## src/rtl/pipe_barrel_shifter.sv

```systemverilog
// Pipelined barrel shifter: one registered stage per shift-amount bit, with
// logical/arithmetic/rotate/pass-through modes and carry/zero flags.
module pipe_barrel_shifter #(
  parameter int unsigned WIDTH = 8,
  parameter int unsigned SHW   = $clog2(WIDTH)
) (
  input  logic             clk,
  input  logic             rst,
  input  logic             en,
  input  logic             in_valid,
  input  logic [WIDTH-1:0] inp,
  input  logic [SHW-1:0]   shamt,
  input  logic             dir,
  input  logic [1:0]       mode,
  output logic [WIDTH-1:0] outp,
  output logic             out_valid,
  output logic             carry,
  output logic             zero
);

  localparam int          NSTG      = int'(SHW);
  localparam logic [1:0]  MODE_LOG  = 2'b00;
  localparam logic [1:0]  MODE_ARI  = 2'b01;
  localparam logic [1:0]  MODE_ROT  = 2'b10;
  localparam logic [1:0]  MODE_PASS = 2'b11;

  // Per-stage registers; control fields are not needed after the last stage.
  logic [WIDTH-1:0] r_data  [NSTG];
  logic             r_valid [NSTG];
  logic             r_carry [NSTG];
  logic             r_dir   [NSTG-1];
  logic [1:0]       r_mode  [NSTG-1];
  logic [SHW-1:0]   r_shamt [NSTG-1];
  logic             r_zero;

  logic [WIDTH-1:0] w_in_data  [NSTG];
  logic             w_in_valid [NSTG];
  logic             w_in_carry [NSTG];
  logic             w_in_dir   [NSTG];
  logic [1:0]       w_in_mode  [NSTG];
  logic [SHW-1:0]   w_in_shamt [NSTG];
  logic [WIDTH-1:0] w_nx_data  [NSTG];
  logic             w_nx_zero;
  logic             w_carry0;
  logic [SHW-1:0]   w_cidx;

  function automatic logic [WIDTH-1:0] stage_shift(
    input logic [WIDTH-1:0] d,
    input int               k,
    input logic             do_sh,
    input logic             sh_dir,
    input logic [1:0]       sh_mode
  );
    int amt;
    amt = 1 << k;
    if (!do_sh || sh_mode == MODE_PASS) begin
      return d;
    end
    if (!sh_dir) begin
      if (sh_mode == MODE_ROT) return (d << amt) | (d >> (WIDTH - amt));
      return d << amt;
    end
    if (sh_mode == MODE_ROT) return (d >> amt) | (d << (WIDTH - amt));
    if (sh_mode == MODE_ARI) return WIDTH'($signed(d) >>> amt);
    return d >> amt;
  endfunction

  // Carry index wraps modulo WIDTH, so 0 - n selects bit WIDTH-n for left shifts.
  always_comb begin
    w_cidx   = dir ? (shamt - SHW'(1)) : (SHW'(0) - shamt);
    w_carry0 = 1'b0;
    if (mode != MODE_PASS && shamt != '0) begin
      w_carry0 = inp[w_cidx];
    end
  end

  always_comb begin
    w_in_data[0]  = inp;
    w_in_valid[0] = in_valid;
    w_in_carry[0] = w_carry0;
    w_in_dir[0]   = dir;
    w_in_mode[0]  = mode;
    w_in_shamt[0] = shamt;
    for (int k = 1; k < NSTG; k++) begin
      w_in_data[k]  = r_data[k-1];
      w_in_valid[k] = r_valid[k-1];
      w_in_carry[k] = r_carry[k-1];
      w_in_dir[k]   = r_dir[k-1];
      w_in_mode[k]  = r_mode[k-1];
      w_in_shamt[k] = r_shamt[k-1];
    end
  end

  // Residual shamt is shifted down each stage, so bit 0 always selects this stage.
  always_comb begin
    for (int k = 0; k < NSTG; k++) begin
      w_nx_data[k] = stage_shift(w_in_data[k], k, w_in_shamt[k][0],
                                 w_in_dir[k], w_in_mode[k]);
    end
    w_nx_zero = w_in_valid[NSTG-1] && (w_nx_data[NSTG-1] == '0);
  end

  always_ff @(posedge clk or posedge rst) begin
    if (rst) begin
      for (int k = 0; k < NSTG; k++) begin
        r_data[k]  <= '0;
        r_valid[k] <= 1'b0;
        r_carry[k] <= 1'b0;
      end
      for (int k = 0; k < NSTG - 1; k++) begin
        r_dir[k]   <= 1'b0;
        r_mode[k]  <= MODE_LOG;
        r_shamt[k] <= '0;
      end
      r_zero <= 1'b0;
    end else if (en) begin
      for (int k = 0; k < NSTG; k++) begin
        r_data[k]  <= w_nx_data[k];
        r_valid[k] <= w_in_valid[k];
        r_carry[k] <= w_in_carry[k];
      end
      for (int k = 0; k < NSTG - 1; k++) begin
        r_dir[k]   <= w_in_dir[k];
        r_mode[k]  <= w_in_mode[k];
        r_shamt[k] <= w_in_shamt[k] >> 1;
      end
      r_zero <= w_nx_zero;
    end
  end

  assign outp      = r_data[NSTG-1];
  assign out_valid = r_valid[NSTG-1];
  assign carry     = r_carry[NSTG-1];
  assign zero      = r_zero;

endmodule
```

## config.mk

```make
export PLATFORM = sky130hd
export DESIGN_NAME = pipe_barrel_shifter
export DESIGN_NICKNAME = d
export VERILOG_FILES = /design/src/rtl/pipe_barrel_shifter.sv
export SDC_FILE = /design/constraint.sdc
export NUM_CORES = 1
export LEC_CHECK = 0
export CAP_MARGIN = 20
export CORE_MARGIN = 4
export CORE_UTILIZATION = 50
export DETAILED_ROUTE_END_ITERATION = 6
export GPL_TIMING_DRIVEN = 0
export MAX_ROUTING_LAYER = met4
export PLACE_DENSITY = 0.76
export SLEW_MARGIN = 10
export SYNTH_ARGS = -nofsm -noshare
export SYNTH_HDL_FRONTEND = slang
export SYNTH_SLANG_ARGS = --single-unit
```

## constraint.sdc

```tcl
create_clock -name clk -period 1.3 [get_ports clk]
set_input_delay 0.26 -clock clk [delete_from_list [all_inputs] [get_ports clk]]
set_output_delay 0.26 -clock clk [all_outputs]
set_load 0.02 [all_outputs]
```

==> flow_metrics.env <==
export IMPL_async_flop_share_pct=100
export IMPL_period_needed_ns=1.38
export IMPL_synth_compound_area_share_pct=19.4
export IMPL_reg2reg_to="zero$_DFFE_PP0P_"
export IMPL_avgSynthCellArea_sq_um=9.50
export IMPL_core_area_sq_um=4690
export IMPL_grtUsageTotal_pct=19.6
export IMPL_p_per_area_nw_per_um2=1330
export IMPL_synth_ff_type="dfrtp_1"
export IMPL_synthAdderAreaFrac_pct=1.04
export IMPL_slew_headroom_pct=65.0
export IMPL_outcome="complete, but fails checks"
export IMPL_grt_max_degree=35
export IMPL_path_clk_slew_ns=0.09
export IMPL_drtAntennaViolNets=0
export IMPL_yosysTopAreaCell="dfrtp_1"
export IMPL_clk_latency_ns=0.30
export IMPL_cp_end_kind="register"
export IMPL_io_pins=29
export IMPL_wl_mm=5.37
export IMPL_worstSetupPathType="register to register"
export IMPL_synthMuxAreaShare_pct=16.1
export IMPL_netlist_area_sq_um=2410
export IMPL_row_count=25
export IMPL_syn2layout_area_growth_pct=25.3
export IMPL_h_tree_depth=2
export IMPL_numCtsBuffers=5
export IMPL_worstSetupStartpointType="register"
export IMPL_antenna_found_initial=0
export IMPL_fin_nets=318
export IMPL_fmax_ghz=0.725
export IMPL_antennaDiodeCount=0
export IMPL_setup_viol=7
export IMPL_slowest_stage="dfrtp_2"
export IMPL_drt_iter0_drc=165
export IMPL_cp_required_ns=1.53
export IMPL_violations="negative setup slack"
export IMPL_r2r_cells=4
export IMPL_maxCapViolCount=0
export IMPL_clockBufferDepth=2
export IMPL_yosys_area_top_type_share_pct=41.5
export IMPL_synth_top_family_by_area="compound AO/OA/AOI/OAI gates"
export IMPL_skew_ns=0.0107
export IMPL_setup_ws_ns=-0.0799
export IMPL_synth_simple_area_share_pct=13.5
export IMPL_max_stage_delay_ns=0.48
export IMPL_worstPathArrival_ns=1.61
export IMPL_grt_pass1_wl_mm=9.28
export IMPL_path_max_fanout=7
export IMPL_power_total_mw=4.01
export IMPL_yosys_warnings=0
export IMPL_ys_ff_latch=40
export IMPL_design_area_sq_um=3020
export IMPL_worstMarginPinSlew_ns=0.525
export IMPL_fin_hold_ws_ns=0.168
export IMPL_postSynthCellCount=254
export IMPL_post_drt_wl_per_cell_um=15.2
export IMPL_synth_area_leaders="dfrtp_1 41%, mux2_2 11%, mux2i_1 5.4%"
export IMPL_grt_pass1_vias=1947
export IMPL_synth_xor_area_share_pct=0
export IMPL_hold_viol_final=0
export IMPL_rsz0062_at_grt="true"
export IMPL_layout_drive_gt1_share_pct=31.4
export IMPL_start_util_pct=51.4
export IMPL_preCtsSetupSlack_ns=-0.995
export IMPL_grt_overflow_total=0
export IMPL_ys_types=38
export IMPL_reg2reg_slack_ns=-0.08
export IMPL_die_h_um=77.5
export IMPL_p_leak_nw=1.33
export IMPL_vias=2003
export IMPL_fin_cells=353
export IMPL_synth_most_common_cell="dfrtp_1"
export IMPL_place_area_sq_um=2810
export IMPL_min_period_over_period_pct=106
export IMPL_first_pass_iters=4
export IMPL_peakVddDrop_mv=0.881
export IMPL_cp_buffers_inverters=0
export IMPL_r2r_start="r_dir[0]$_DFFE_PP0P_"
export IMPL_gp_congestion=0.865
export IMPL_dp_cells=336
export IMPL_seq_area_frac_synth_pct=41.5
export IMPL_critical_path_top_delay_family="simple AND/OR/NAND/NOR gates"
export IMPL_drc=0
export IMPL_maxSlewViolCount=0
export IMPL_numPortBuffers=27
export IMPL_synth_edf_count=0
export IMPL_synth_nets=274
export IMPL_die_area_sq_um=6000
export IMPL_cts_hold_buf=0
export IMPL_die_w_um=77.5
export IMPL_post_dp_hpwl_mm=3.78
export IMPL_cts_root_buf="clkbuf_8"
export IMPL_vias_per_cell=5.67
export IMPL_cts_tree="done"
export IMPL_cts_sinks=40
export IMPL_synth_commonest_cells="40 x dfrtp_1, 23 x mux2_2, 22 x nor2_1"
export IMPL_hp_class="input port to async pin"
export IMPL_crit_chain="or3b_4 -> o21ai_1 -> nand4_1 -> o22ai_2"
[logic make-up (layout without fill, tap and decap cells)]
family          Yosys count  after routing
compound gates           72             72
simple gates             66             66
mux                      36             36
buf+inv                  38             83
fa+ha+maj                 2              2
flops                    40             40
[per-layer routing]
layer / up-vias / GRT usage, % / share of wire (%)
met1: 960 / 25.1 / 45
met2: 44 / 32.2 / 50
li1: 993 / - / -
met3: 6 / 3.60 / 4.2
met5: - / - / 0
met4: 0 / 5.34 / 0.99
[final cells by class]
type	instances	area, sq um
Multi-Input combinational cell	176	1280
Buffer	22	161
Inverter	15	58.8
Sequential cell	40	1000
Fill cell	393	1670
Clock inverter	3	47.5
Tap cell	54	67.6
Clock buffer	5	68.8
Timing Repair Buffer	38	334
[worst register-to-register path, delay by kind of cell (launching register included)]
| family | cells | cell delay [ns] |
|---|---|---|
| AOI/OAI and AO/OA | 2 | 0.26 |
| DFF | 1 | 0.48 |
| and+or+nand+nor | 2 | 0.58 |
[state kept, by name (all words and copies together) (netlist names)]
register,count
carry,1
out_valid,1
outp,8
r_carry,2
r_data,16
r_dir,2
r_mode,4
r_shamt,3
r_valid,2
zero,1
[cell usage in the layout, fill, tap and decap left out, types with 2 or more instances in the layout]
cell / instances
a21boi_0: 2
a21boi_2: 3
a21oi_1: 18
a22oi_1: 2
a22oi_2: 3
a31oi_1: 5
buf_2: 11
buf_4: 20
buf_6: 6
clkbuf_1: 3
clkbuf_8: 5
clkdlybuf4s50_1: 9
clkinv_4: 2
dfrtp_1: 37
dfrtp_2: 3
dlygate4sd2_1: 5
dlymetal6s2s_1: 2
ha_4: 2
inv_1: 11
inv_2: 3
mux2_2: 23
mux2i_1: 12
nand2_1: 19
nand2b_1: 4
nand3_1: 4
nand3b_1: 6
nor2_1: 22
nor2b_1: 5
o211ai_1: 7
o21ai_0: 12
o21ai_1: 5
o221ai_1: 2
o22ai_1: 2
o2bb2ai_1: 2
[worst max path at each step]
stage,start,slack [ns],to,cells past startpoint
after global routing,shamt[0],-0.11,r_carry[2]$_DFFE_PP0P_,8
after CTS,shamt[1],-0.21,r_carry[2]$_DFFE_PP0P_,8
after detailed placement,shamt[0],-1.0,r_carry[2]$_DFFE_PP0P_,9
final,r_dir[0]$_DFFE_PP0P_,-0.08,zero$_DFFE_PP0P_,4
after floorplan,shamt[0],-0.24,r_carry[2]$_DFFE_PP0P_,8
after global placement,shamt[0],-1.01,r_carry[2]$_DFFE_PP0P_,9
[repair_timing]
action	CTS	global route
setup endpoints to repair	32	24
setup buffers	6	4
endpoints found under the hold margin	0	0
pin swaps	10	8
resized for setup	63	12
[report_power, final]
part | internal, mW | switching, mW | total (mW)
clock | 0.578 | 0.454 | 1.03
combinational | 0.670 | 0.601 | 1.27
sequential | 1.47 | 0.240 | 1.71
total | 2.72 | 1.30 | 4.01
[stage by stage]
| step | TNS (ns) | utilization (%) |
|---|---|---|
| floorplan | -0.237 | - |
| global placement | -34.59 | 59.5 |
| detailed placement | -5.78 | 59.9 |
| CTS | -0.263 | 63.5 |
| global route | -1.12 | 64.4 |
| finish | -0.183 | 64.4 |
Power figures use the tool's default switching activity.
